File: src/rtl/match_pkg.sv
// Shared types and encodings for the match score keeper.
package match_pkg;

  typedef enum logic [1:0] {
    ST_IDLE  = 2'd0,
    ST_SERVE = 2'd1,
    ST_PLAY  = 2'd2,
    ST_OVER  = 2'd3
  } match_state_t;

  localparam logic [1:0] WIN_NONE = 2'b00;
  localparam logic [1:0] WIN_BLUE = 2'b01;
  localparam logic [1:0] WIN_RED  = 2'b10;
  localparam logic [1:0] WIN_DRAW = 2'b11;

endpackage

File: src/rtl/match_score_keeper_if.sv
// Bundle between the match score keeper, the ball controller, input front end and HUD.
interface match_score_keeper_if #(
  parameter int unsigned SCORE_W = 4
);
  logic               start_btn;
  logic               blue_score_up;
  logic               red_score_up;
  logic               game_initiated;
  logic               game_over;
  logic [SCORE_W-1:0] blue_score;
  logic [SCORE_W-1:0] red_score;
  logic [1:0]         winner;
  logic               serving;

  modport master (
    output start_btn, blue_score_up, red_score_up,
    input  game_initiated, game_over, blue_score, red_score, winner, serving
  );

  modport slave (
    input  start_btn, blue_score_up, red_score_up,
    output game_initiated, game_over, blue_score, red_score, winner, serving
  );
endinterface

File: src/rtl/match_start_conditioner.sv
// Start button conditioning: optional 2-flop synchroniser (MATCH_START_SYNC_EN) and rising-edge pulse.
module match_start_conditioner (
  input  logic clk,
  input  logic rst_n,
  input  logic i_start_btn,
  output logic o_start_pulse
);
  logic w_start_lvl;
  logic r_start_prev;

`ifdef MATCH_START_SYNC_EN
  logic [1:0] r_sync;

  always_ff @(posedge clk or negedge rst_n) begin
    if (!rst_n) r_sync <= '0;
    else        r_sync <= {r_sync[0], i_start_btn};
  end

  assign w_start_lvl = r_sync[1];
`else
  assign w_start_lvl = i_start_btn;
`endif

  always_ff @(posedge clk or negedge rst_n) begin
    if (!rst_n) r_start_prev <= 1'b0;
    else        r_start_prev <= w_start_lvl;
  end

  // Combinational so the FSM reacts on the first cycle the level is seen.
  assign o_start_pulse = w_start_lvl & ~r_start_prev;
endmodule

File: src/rtl/match_score_keeper.sv
// Match-level FSM: serves, counts goals from ball-controller toggles, declares the winner.
// Optional start synchroniser selected by MATCH_START_SYNC_EN (see match_start_conditioner).
module match_score_keeper
  import match_pkg::*;
#(
  parameter int unsigned WIN_SCORE   = 5,
  parameter int unsigned SERVE_DELAY = 50_000_000,
  parameter int unsigned SCORE_W     = 4
) (
  input logic                clk,
  input logic                rst_n,
  match_score_keeper_if.slave bus
);
  localparam int unsigned        CNT_W     = (SERVE_DELAY > 1) ? $clog2(SERVE_DELAY) : 1;
  localparam logic [CNT_W-1:0]   CNT_LAST  = CNT_W'(SERVE_DELAY - 1);
  localparam logic [SCORE_W-1:0] SCORE_WIN = SCORE_W'(WIN_SCORE);

  match_state_t       r_state;
  logic [CNT_W-1:0]   r_serve_cnt;
  logic               r_prev_blue;
  logic               r_prev_red;
  logic [SCORE_W-1:0] r_blue_score;
  logic [SCORE_W-1:0] r_red_score;
  logic [1:0]         r_winner;
  logic               r_game_over;
  logic               r_game_init;
  logic               r_serving;

  logic               w_start_pulse;
  logic               w_blue_goal;
  logic               w_red_goal;
  logic [SCORE_W-1:0] w_blue_next;
  logic [SCORE_W-1:0] w_red_next;
  logic               w_blue_win;
  logic               w_red_win;

  match_start_conditioner u_start (
    .clk          (clk),
    .rst_n        (rst_n),
    .i_start_btn  (bus.start_btn),
    .o_start_pulse(w_start_pulse)
  );

  assign w_blue_goal = bus.blue_score_up ^ r_prev_blue;
  assign w_red_goal  = bus.red_score_up ^ r_prev_red;
  assign w_blue_next = r_blue_score + SCORE_W'(w_blue_goal);
  assign w_red_next  = r_red_score + SCORE_W'(w_red_goal);
  assign w_blue_win  = (w_blue_next == SCORE_WIN);
  assign w_red_win   = (w_red_next == SCORE_WIN);

  always_ff @(posedge clk or negedge rst_n) begin
    if (!rst_n) begin
      r_state      <= ST_IDLE;
      r_serve_cnt  <= '0;
      r_prev_blue  <= 1'b0;
      r_prev_red   <= 1'b0;
      r_blue_score <= '0;
      r_red_score  <= '0;
      r_winner     <= WIN_NONE;
      r_game_over  <= 1'b1;
      r_game_init  <= 1'b0;
      r_serving    <= 1'b0;
    end else begin
      // Toggles are tracked in every state so stale flips never count later.
      r_prev_blue <= bus.blue_score_up;
      r_prev_red  <= bus.red_score_up;
      r_game_init <= 1'b0;
      unique case (r_state)
        ST_IDLE, ST_OVER: begin
          if (w_start_pulse) begin
            r_state      <= ST_SERVE;
            r_serve_cnt  <= '0;
            r_blue_score <= '0;
            r_red_score  <= '0;
            r_winner     <= WIN_NONE;
            r_game_over  <= 1'b0;
            r_serving    <= 1'b1;
          end
        end
        ST_SERVE: begin
          if (r_serve_cnt == CNT_LAST) begin
            r_state     <= ST_PLAY;
            r_serve_cnt <= '0;
            r_game_init <= 1'b1;
            r_serving   <= 1'b0;
          end else begin
            r_serve_cnt <= r_serve_cnt + 1'b1;
          end
        end
        ST_PLAY: begin
          if (w_blue_goal || w_red_goal) begin
            r_blue_score <= w_blue_next;
            r_red_score  <= w_red_next;
            if (w_blue_win || w_red_win) begin
              r_state     <= ST_OVER;
              r_game_over <= 1'b1;
              if (w_blue_win && w_red_win) r_winner <= WIN_DRAW;
              else if (w_blue_win)         r_winner <= WIN_BLUE;
              else                         r_winner <= WIN_RED;
            end else begin
              r_state     <= ST_SERVE;
              r_serve_cnt <= '0;
              r_serving   <= 1'b1;
            end
          end
        end
        default: r_state <= ST_IDLE;
      endcase
    end
  end

  assign bus.game_initiated = r_game_init;
  assign bus.game_over      = r_game_over;
  assign bus.blue_score     = r_blue_score;
  assign bus.red_score      = r_red_score;
  assign bus.winner         = r_winner;
  assign bus.serving        = r_serving;
endmodule

File: src/flat_wrapper.sv
// flat-port wrapper written by rule: the top's interface ports become plain ports
module match_score_keeper_flat import match_pkg::*;
#(
  parameter int unsigned WIN_SCORE   = 5,
  parameter int unsigned SERVE_DELAY = 50_000_000,
  parameter int unsigned SCORE_W     = 4
)
  (clk, rst_n, bus_start_btn, bus_blue_score_up, bus_red_score_up, bus_game_initiated, bus_game_over, bus_blue_score, bus_red_score, bus_winner, bus_serving);
  match_score_keeper_if #(.SCORE_W(SCORE_W)) bus_i ();
  input logic clk;
  input logic rst_n;
  input wire logic [$bits(bus_i.start_btn)-1:0] bus_start_btn;
  input wire logic [$bits(bus_i.blue_score_up)-1:0] bus_blue_score_up;
  input wire logic [$bits(bus_i.red_score_up)-1:0] bus_red_score_up;
  output wire logic [$bits(bus_i.game_initiated)-1:0] bus_game_initiated;
  output wire logic [$bits(bus_i.game_over)-1:0] bus_game_over;
  output wire logic [$bits(bus_i.blue_score)-1:0] bus_blue_score;
  output wire logic [$bits(bus_i.red_score)-1:0] bus_red_score;
  output wire logic [$bits(bus_i.winner)-1:0] bus_winner;
  output wire logic [$bits(bus_i.serving)-1:0] bus_serving;
  assign bus_i.start_btn = bus_start_btn;
  assign bus_i.blue_score_up = bus_blue_score_up;
  assign bus_i.red_score_up = bus_red_score_up;
  assign bus_game_initiated = bus_i.game_initiated;
  assign bus_game_over = bus_i.game_over;
  assign bus_blue_score = bus_i.blue_score;
  assign bus_red_score = bus_i.red_score;
  assign bus_winner = bus_i.winner;
  assign bus_serving = bus_i.serving;
  match_score_keeper #(.WIN_SCORE(WIN_SCORE), .SERVE_DELAY(SERVE_DELAY), .SCORE_W(SCORE_W)) u_core (.clk(clk), .rst_n(rst_n), .bus(bus_i));
endmodule
File: config.mk
export PLATFORM = sky130hd
export DESIGN_NAME = match_score_keeper_flat
export DESIGN_NICKNAME = d
export VERILOG_FILES = /design/src/rtl/match_pkg.sv /design/src/rtl/match_score_keeper_if.sv /design/src/rtl/match_start_conditioner.sv /design/src/rtl/match_score_keeper.sv /design/src/flat_wrapper.sv
export SDC_FILE = /design/constraint.sdc
export NUM_CORES = 1
export LEC_CHECK = 0
export CAP_MARGIN = 20
export CORE_MARGIN = 4
export CORE_UTILIZATION = 60
export CTS_CLUSTER_SIZE = 8
export DETAILED_ROUTE_END_ITERATION = 6
export GPL_TIMING_DRIVEN = 0
export PLACE_DENSITY = 0.88
export SLEW_MARGIN = 20
export SYNTH_ARGS = -nofsm -noshare
export SYNTH_HDL_FRONTEND = slang
export SYNTH_SLANG_ARGS = --single-unit
File: constraint.sdc
create_clock -name clk -period 3.15 [get_ports clk]
set_clock_uncertainty 0.15 [all_clocks]
set_input_delay 0.63 -clock clk [delete_from_list [all_inputs] [get_ports clk]]
set_output_delay 0.63 -clock clk [all_outputs]
set_load 0.1 [all_outputs]
==> impl_metrics.tcl <==
set metrics [dict create \
    path_class "input pin to flip-flop" \
    maxCapViolCount 0 \
    root_buffer "clkbuf_8" \
    r2r_start "u_core.r_state[0]$_DFFE_PN0P_" \
    critPathRequiredTime_ns 3.20 \
    synth_nets 301 \
    layout_worst_path_cycle_share_pct 98.0 \
    die_w_um 77.7 \
    clock_latency_ns 0.31 \
    ios 18 \
    drc 0 \
    status "complete, no violations" \
    holdWs_ns 0.0881 \
    startpoint_type "input pin" \
    ant_nets 0 \
    grt_max_degree 29 \
    use_met2_pct 39.1 \
    dieArea_mm2 0.00603 \
    cts_hold_buf 0 \
    top_usage_layer "met2" \
    synth_seq_area_share_pct 37.8 \
    antenna_cells 0 \
    routabilityCongestion 0.858 \
    final_cell_mix "43 x dfrtp_1, 24 x inv_1, 18 x nand2_1, 18 x nand3_1, 17 x a221oi_2" \
    arrival_ns 3.13 \
    grt_pass1_wl_um 12400 \
    period_needed_ns 3.09 \
    start_util_pct 61.7 \
    clock_sinks 44 \
    cts_tree "built" \
    synth_edf_count 0 \
    grt_pass1_vias 2505 \
    synthesis.area_per_instance_um2 10.1 \
    grt_usage_pct 25.5 \
    leakage_nw 1.29 \
    async_flop_share_pct 100 \
    final_common_cell "dfrtp_1" \
    std_cell_rows 25 \
    yosysWarningCount 0 \
    num_vias 2697 \
    reg2reg_slack_ns 0.37 \
    setup_tns_ns 0 \
    htree_levels 2 \
    drv_slew 0 \
    reg2reg_to "u_core.r_state[1]$_DFFE_PN0P_" \
    firstDrtPassIters 6 \
    syn_inst 288 \
    layout-drive-gt1-share_pct 16.7 \
    setup_violations 0 \
    grtUsageMet3_pct 5.68 \
    syn2layout_area_growth_pct 15.1 \
    dieHeight_um 77.7 \
    io_buffers 17 \
    final-hold-violation-count 0 \
    worst_pin_slew_ns 0.980 \
    syn-cell-area_mm2 0.00291 \
    synth-seq-cells 44 \
    finalWirelength_um 7320 \
    use_met1_pct 35.0 \
    power_w 0.00223 \
    crit_fanout 10 \
    endpoint_kind "flip-flop" \
    max_freq_ghz 0.324 \
    drt_iter0_markers 323 \
    grt_antenna_before_repair 0 \
    synth_flop_cell "dfrtp_1" \
    synth_cell_types 57 \
    crit_start "bus_red_score_up" \
    relSlewSlack_pct 34.5 \
    fin_nets 330 \
    wl_per_cell_um 19.0 \
    clock_path_buffers 2 \
    cts_buffers 5 \
    reg2reg_depth 7 \
    power_density_mw_per_mm2 666 \
    ir_drop_mv 0.460 \
    hold_path.class "input pin to asynchronous set/reset pin" \
    grt.overflow.total 0 \
    core-area_mm2 0.00472 \
    vias_per_cell 7.01 \
    clkTransAtPathRegs_ns 0.09 \
    hpwl_um 4900 \
]
-- routing by layer --
layer	vias to the layer above	routed length, um	share of wire (%)
li1	1200	-	-
met3	24	605	8.3
met2	155	3340	46
met4	0	157	2.1
met5	-	0	0
met1	1318	3210	44
-- worst max-delay path by stage --
stage               slack, ns  depth (start not counted)                             to
floorplan                0.22                          8  u_core.r_state[1]$_DFFE_PN0P_
global placement        -0.52                         10  u_core.r_state[1]$_DFFE_PN0P_
detailed placement      -0.59                         10  u_core.r_state[1]$_DFFE_PN0P_
CTS                     -0.02                         10  u_core.r_state[1]$_DFFE_PN0P_
global route            -0.03                         10  u_core.r_state[1]$_DFFE_PN0P_
finish                   0.06                         10  u_core.r_state[1]$_DFFE_PN0P_
-- metrics by stage --
step | util [%] | area, um2 | setup WS, ns | std cells
finish | 71.0 | 3350 | 0.0625 | 385
global route | 71.0 | 3350 | -0.0301 | 385
CTS | 70.4 | 3330 | -0.0168 | 383
detailed placement | 67.4 | 3180 | -0.594 | 373
global placement | 67.0 | 3170 | -0.522 | 372
floorplan | - | 2910 | 0.225 | 288
-- where the power goes --
| group | internal, W | switching [W] | leakage (nW) | total (W) |
|---|---|---|---|---|
| logic | 0.000410 | 0.000732 | 0.640 | 0.00114 |
| registers | 0.000605 | 0.0000453 | 0.593 | 0.000650 |
| clock network | 0.000236 | 0.000204 | 0.0552 | 0.000440 |
| total | 0.00125 | 0.000981 | 1.29 | 0.00223 |
-- critical path: stages --
cell and delay [ns]:
clkdlybuf4s50_1 0.45, xor2_2 0.20, ha_1 0.24, ha_1 0.22, nand2b_1 0.16, o32ai_2 0.39, o2bb2ai_4 0.24, buf_6 0.24
a21oi_1 0.10, o41ai_2 0.25
-- flip-flops by register name, summed over array words and instances, names as in the netlist --
register and cells:
u_core.r_prev_red 1, u_core.r_serve_cnt 26, u_core.u_start.r_start_prev 1, u_core.bus.red_score 4
u_core.r_prev_blue 1, u_core.bus.game_initiated 1, u_core.bus.winner 2, u_core.r_state 2
u_core.bus.blue_score 4, u_core.bus.game_over 1, u_core.bus.serving 1
-- kinds of logic after synthesis --
| kind of cell | synth area share [%] |
|---|---|
| mux | 2.79 |
| xor+xnor | 1.20 |
| flops | 37.8 |
| buf+inv | 6.66 |
| simple gates | 18.9 |
| compound gates | 29.2 |
| fa+ha+maj | 3.44 |
-- synth_stat cells, types with 3 or more instances --
| cell type | instances | area (um2) |
|---|---|---|
| dfrtp_1 | 43 | 1080 |
| inv_1 | 24 | 90.1 |
| nand2_1 | 18 | 67.6 |
| nand3_1 | 18 | 90.1 |
| a221oi_2 | 17 | 255 |
| nor2_1 | 11 | 41.3 |
| nand4_1 | 10 | 62.6 |
| a22o_1 | 9 | 78.8 |
| o21ai_0 | 9 | 45.0 |
| clkbuf_1 | 8 | 30.0 |
| ha_1 | 8 | 100 |
| o2111ai_1 | 8 | 70.1 |
| mux2i_1 | 7 | 70.1 |
| o22ai_1 | 7 | 43.8 |
| nor3_1 | 6 | 30.0 |
| nor4_1 | 6 | 37.5 |
| and3_1 | 5 | 31.3 |
| and4_1 | 5 | 43.8 |
| buf_6 | 5 | 56.3 |
| o211ai_1 | 5 | 37.5 |
| o2bb2ai_1 | 5 | 43.8 |
| a221o_1 | 4 | 40.0 |
| xor2_1 | 4 | 35.0 |
| a21oi_1 | 3 | 15.0 |
| nand2b_1 | 3 | 18.8 |
| o31ai_1 | 3 | 22.5 |
-- final cells by class --
class / count / area (um2)
clock buffers: 6 / 72.6
inverters: 25 / 93.8
multi-input cells: 203 / 1650
flip-flops and latches: 44 / 1100
repair buffers: 22 / 215
plain buffers: 16 / 100
well taps: 67 / 83.8
clock inverters: 2 / 35.0
fillers: 330 / 1370
-- repair_timing --
action,4_1_cts,5_1_grt
setup buffers,2,2
resized for setup,3,2
endpoints found under the setup margin,29,31
pin swaps,3,2
cloned,0,0
Power figures use the tool's default switching activity.
